===== config.mk =====
export PLATFORM = sky130hd
export DESIGN_NAME = mem_bus_arbiter
export DESIGN_NICKNAME = d
export VERILOG_FILES = /design/src/rtl/mem_bus_arbiter.sv
export SDC_FILE = /design/constraint.sdc
export NUM_CORES = 1
export LEC_CHECK = 0
export CAP_MARGIN = 20
export CORE_ASPECT_RATIO = 1.75
export CORE_MARGIN = 2
export CORE_UTILIZATION = 44
export CTS_CLUSTER_DIAMETER = 100
export DETAILED_ROUTE_END_ITERATION = 10
export GPL_ROUTABILITY_DRIVEN = 0
export MAX_ROUTING_LAYER = met4
export PLACE_DENSITY = 0.92
export SYNTH_ARGS = -nofsm -noshare
export SYNTH_HDL_FRONTEND = slang
export SYNTH_SLANG_ARGS = --single-unit
export TNS_END_PERCENT = 10

===== constraint.sdc =====
create_clock -name clk -period 8.54 [get_ports clk]
set_input_delay 2.135 -clock clk [delete_from_list [all_inputs] [get_ports clk]]
set_output_delay 2.135 -clock clk [all_outputs]
set_load 0.005 [all_outputs]

===== src/rtl/mem_bus_arbiter.sv =====
// mem_bus_arbiter: two-requester round-robin arbiter and sequencer for the
// single external memory bus, with fixed wait states and a one-cycle ack.
//
// Ports:
//   clk, reset            rising-edge clock, async active-high reset
//   rN_req/we/addr/wdata  requester N access request and its fields
//   rN_rdata, rN_ack      registered read data, one-cycle completion pulse
//   mem_addr/mem_wdata    registered memory address and write data
//   mem_rdata             memory read data, sampled on the last strobe cycle
//   mem_read/mem_write    registered memory strobes, never both high
//   busy                  high while a transaction is in ACCESS or ACK
//   owner                 current or last granted requester
module mem_bus_arbiter #(
    parameter int ADDR_WIDTH  = 20,
    parameter int DATA_WIDTH  = 16,
    parameter int WAIT_CYCLES = 2
) (
    input  logic                  clk,
    input  logic                  reset,
    input  logic                  r0_req,
    input  logic                  r0_we,
    input  logic [ADDR_WIDTH-1:0] r0_addr,
    input  logic [DATA_WIDTH-1:0] r0_wdata,
    output logic [DATA_WIDTH-1:0] r0_rdata,
    output logic                  r0_ack,
    input  logic                  r1_req,
    input  logic                  r1_we,
    input  logic [ADDR_WIDTH-1:0] r1_addr,
    input  logic [DATA_WIDTH-1:0] r1_wdata,
    output logic [DATA_WIDTH-1:0] r1_rdata,
    output logic                  r1_ack,
    output logic [ADDR_WIDTH-1:0] mem_addr,
    output logic [DATA_WIDTH-1:0] mem_wdata,
    input  logic [DATA_WIDTH-1:0] mem_rdata,
    output logic                  mem_read,
    output logic                  mem_write,
    output logic                  busy,
    output logic                  owner
);

    localparam int CNT_W = (WAIT_CYCLES > 0) ? $clog2(WAIT_CYCLES + 1) : 1;
    localparam logic [CNT_W-1:0] CNT_LOAD = CNT_W'(WAIT_CYCLES);
    localparam logic [CNT_W-1:0] CNT_ONE  = CNT_W'(1);

    typedef enum logic [1:0] {
        S_IDLE,
        S_ACCESS,
        S_ACK
    } state_t;

    state_t                state_q, state_d;
    logic [CNT_W-1:0]      cnt_q, cnt_d;
    logic                  we_q, we_d;
    logic                  last_q, last_d;
    logic                  owner_q, owner_d;
    logic                  busy_q, busy_d;
    logic                  rd_q, rd_d;
    logic                  wr_q, wr_d;
    logic                  ack0_q, ack0_d;
    logic                  ack1_q, ack1_d;
    logic [ADDR_WIDTH-1:0] addr_q, addr_d;
    logic [DATA_WIDTH-1:0] wdata_q, wdata_d;
    logic [DATA_WIDTH-1:0] rdata0_q, rdata0_d;
    logic [DATA_WIDTH-1:0] rdata1_q, rdata1_d;

    logic grant_valid;
    logic grant_sel;
    logic grant_we;

    // On a tie the requester that was not served last wins.
    always_comb begin
        grant_valid = r0_req | r1_req;
        if (r0_req && r1_req) begin
            grant_sel = ~last_q;
        end else begin
            grant_sel = r1_req;
        end
        grant_we = grant_sel ? r1_we : r0_we;
    end

    always_comb begin
        state_d  = state_q;
        cnt_d    = cnt_q;
        we_d     = we_q;
        last_d   = last_q;
        owner_d  = owner_q;
        busy_d   = busy_q;
        rd_d     = rd_q;
        wr_d     = wr_q;
        ack0_d   = 1'b0;
        ack1_d   = 1'b0;
        addr_d   = addr_q;
        wdata_d  = wdata_q;
        rdata0_d = rdata0_q;
        rdata1_d = rdata1_q;

        unique case (state_q)
            S_IDLE: begin
                if (grant_valid) begin
                    state_d = S_ACCESS;
                    owner_d = grant_sel;
                    we_d    = grant_we;
                    addr_d  = grant_sel ? r1_addr : r0_addr;
                    wdata_d = grant_sel ? r1_wdata : r0_wdata;
                    cnt_d   = CNT_LOAD;
                    rd_d    = ~grant_we;
                    wr_d    = grant_we;
                    busy_d  = 1'b1;
                end
            end
            S_ACCESS: begin
                // Strobes stay up until the counter expires; data is
                // taken on that final strobe cycle.
                if (cnt_q == '0) begin
                    state_d = S_ACK;
                    rd_d    = 1'b0;
                    wr_d    = 1'b0;
                    ack0_d  = ~owner_q;
                    ack1_d  = owner_q;
                    if (!we_q) begin
                        if (owner_q) begin
                            rdata1_d = mem_rdata;
                        end else begin
                            rdata0_d = mem_rdata;
                        end
                    end
                end else begin
                    cnt_d = cnt_q - CNT_ONE;
                end
            end
            S_ACK: begin
                state_d = S_IDLE;
                last_d  = owner_q;
                busy_d  = 1'b0;
            end
            default: begin
                state_d = S_IDLE;
                busy_d  = 1'b0;
                rd_d    = 1'b0;
                wr_d    = 1'b0;
            end
        endcase
    end

    always_ff @(posedge clk or posedge reset) begin
        if (reset) begin
            state_q  <= S_IDLE;
            cnt_q    <= '0;
            we_q     <= 1'b0;
            last_q   <= 1'b1;
            owner_q  <= 1'b1;
            busy_q   <= 1'b0;
            rd_q     <= 1'b0;
            wr_q     <= 1'b0;
            ack0_q   <= 1'b0;
            ack1_q   <= 1'b0;
            addr_q   <= '0;
            wdata_q  <= '0;
            rdata0_q <= '0;
            rdata1_q <= '0;
        end else begin
            state_q  <= state_d;
            cnt_q    <= cnt_d;
            we_q     <= we_d;
            last_q   <= last_d;
            owner_q  <= owner_d;
            busy_q   <= busy_d;
            rd_q     <= rd_d;
            wr_q     <= wr_d;
            ack0_q   <= ack0_d;
            ack1_q   <= ack1_d;
            addr_q   <= addr_d;
            wdata_q  <= wdata_d;
            rdata0_q <= rdata0_d;
            rdata1_q <= rdata1_d;
        end
    end

    assign r0_rdata  = rdata0_q;
    assign r1_rdata  = rdata1_q;
    assign r0_ack    = ack0_q;
    assign r1_ack    = ack1_q;
    assign mem_addr  = addr_q;
    assign mem_wdata = wdata_q;
    assign mem_read  = rd_q;
    assign mem_write = wr_q;
    assign busy      = busy_q;
    assign owner     = owner_q;

endmodule


==> metrics.cfg <==
[sta]
rsz0062_at_grt=no
drv_slew=0
hold_viol=0
worst_pin_slew_ns=0.991
finalWorstPathRequiredPeriod_ns=3.82
period_share=0.448
hold_slack_ns=0.485
finalSetupTns_ns=0
maxSlewHeadroom=0.339
setup_viol=0
max_freq_mhz=261
fin_worst_skew_ns=0.00453

[clocking]
worstSkewPairLatency_ns=0.33
cts_setup_buffers=0
numCtsBuffers=9
root_buffer=clkbuf_16
clk_pin_slew_worst_paths_ns=0.05
clock_path_buffers=2
ctsResizeCount=0
cts_tree=yes
clock-sinks=80
htreeDepth=3
holdBufCountCts=0

[critical_path]
cp.required_ns=8.74
cp-end-kind=register
reg2reg_to=mem_wdata[7]$_DFFE_PP0P_
worstPathMaxFanout=41
r2r_start=last_q$_DFFE_PP1N_
critPathBufInv=3
r2r_slack_ns=6.73
crit_top_cell=buf_4
critical_path_class=primary input to register
arrival_ns=4.03
crit_path_top_delay_cell=or2_1
reg2reg_depth=4
critical_path.cell_chain=clkdlybuf4s50_1 > nor2_2 > buf_4 > or2_1 > buf_4 > o21ai_1
max_stage_delay_ns=0.52
cp_top_family=buffers and inverters
critPathLaunchType=primary input

[logic_synthesis]
synthFlopType=dfrtp_1
synthArstFlopShare=1.00
synth_cell_type_count=27
ys_seq_elements=80
syn_nets=370
synth_warnings=0
synthTopCellsByArea=dfrtp_1 (55%), mux2i_1 (11%), mux2_4 (8.5%)
synth_cells=274
synth_edf_count=0
synth-seq-area-share=0.566
synth_common_cells=dfrtp_1 (78), o21ai_0 (47), mux2i_1 (39), o21ai_1 (30), mux2_4 (20)
syn_area_sq_mm=0.00354
netlist.area_leader.share=0.551
avgSynthCellArea_sq_um=12.9
synth_area_leader_cell=dfrtp_1
yosysMostFrequentCell=dfrtp_1

[power]
p_per_area_mw_per_mm2=335
comb_power_share=0.453
ir_drop_mv=0.196
p_switching_mw=0.552
intPower_mw=1.30
p_sw_frac=0.298
leakage_nw=2.47
pwr-share-seq=0.362
p_clk_frac=0.184

[global_route]
grt_usage=0.222
grt_pass1_vias=2940
antenna_found_initial=0
grt.overflow.total=0
grt_max_degree=81
grt_pass1_wl_um=14500

[hold_path]
hold_path_depth=1
holdCritPathClass=register to register
whs_endpoint=cnt_q[0]$_DFFE_PP0P_
worstHoldStart=cnt_q[0]$_DFFE_PP0P_

[outcome]
outcome=complete, no violations

[final_layout]
fin_area_sq_mm=0.00553
syn2layout_area_growth_pct=56.3
fin_nets=535
drive_gt1_frac=0.126
antenna_cells=0

[drt]
ant_nets=0
drc=0
avgViaCountPerCell=5.20
avgRoutedWirePerCell_um=17.0
routed-via-count=2775
wl_um=9100
drt_pre_antenna_iters=4
initialDrtViolationCount=160

[place]
dpl_cell_area_sq_mm=0.00524
io_buffers=167
dp_hpwl_um=6490

[die]
fp.dieH_um=123
core_region_area_sq_mm=0.00786
die_area_sq_mm=0.00881
ioPinCount=168
die_w_um=71.8
initial_core_util=0.451
fp-row-count=43

[run]
maxCapViolCount=0

## metrics by stage
stage / utilization / instances / power, mW / setup WS, ns
after floorplan: - / 274 / 1.05 / 4.36
after global placement: 0.668 / 517 / 1.48 / 4.40
after detailed placement: 0.668 / 517 / 1.52 / 4.24
after CTS: 0.701 / 533 / 1.87 / 4.61
after global routing: 0.705 / 534 / 1.97 / 4.57
final: 0.705 / 534 / 1.85 / 4.72
## placed cells by master (no fill, tap or decap), types with 2 or more instances in the layout
cell	n
buf_4	4
and3_1	2
clkinv_2	2
o21ai_1	30
ha_1	2
mux2_2	12
o21ai_0	47
dfrtp_1	78
or2_1	2
clkbuf_1	5
inv_1	7
dfstp_2	2
mux2i_1	39
clkbuf_16	9
clkdlybuf4s50_1	167
nand4_4	2
mux2_4	20
## power by group through the flow
stage / combinational [mW] / clock, mW / sequential [mW]
after floorplan: 0.369 / 0 / 0.678
after global placement: 0.817 / 0 / 0.665
after detailed placement: 0.843 / 0 / 0.675
after CTS: 0.849 / 0.348 / 0.672
after global routing: 0.913 / 0.368 / 0.694
final: 0.839 / 0.342 / 0.671
## registers in the layout, indices dropped and copies added, names as in the netlist
register,count
r0_rdata,16
owner,1
r0_ack,1
we_q,1
mem_wdata,16
mem_addr,20
r1_rdata,16
mem_write,1
cnt_q,2
last_q,1
r1_ack,1
busy,1
state_q,2
mem_read,1
## final cells by class
type	instances	area, sq um
clock buffer	15	258
clock inverter	1	5.00
fill	577	2320
inverter	8	31.3
multi-input combinational	168	1390
sequential	80	2000
tap	90	113
timing repair buffer	172	1730
## how the worst max path moves through the flow
stage                     startpoint                        end  depth (start not counted)
after floorplan                reset           busy$_DFFE_PP0P_                          1
after global placement        r0_req           we_q$_DFFE_PP0P_                          4
after detailed placement      r0_req           we_q$_DFFE_PP0P_                          4
after CTS                     r0_req       mem_read$_DFFE_PP0P_                          4
after global routing          r1_req  mem_wdata[11]$_DFFE_PP0P_                          6
final                         r0_req  mem_wdata[11]$_DFFE_PP0P_                          6
## cells by family after synthesis
| kind of cell | synth area share |
|---|---|
| muxes | 0.233 |
| DFF | 0.566 |
| buffers and inverters | 0.0407 |
| adders and majority gates | 0.00707 |
| AOI/OAI and AO/OA | 0.125 |
| and+or+nand+nor | 0.0279 |
## metal layers
metal  vias up  routed length (um)  part of all wire  GRT usage
li1       1311                   -                 -          -
met3        23                 425             0.047     0.0542
met4         0                 241             0.026     0.0943
met2       105                5050              0.55      0.384
met5         -                   0                 0          -
met1      1336                3390              0.37      0.240
Note: power is estimated with default switching activity, not from simulation.
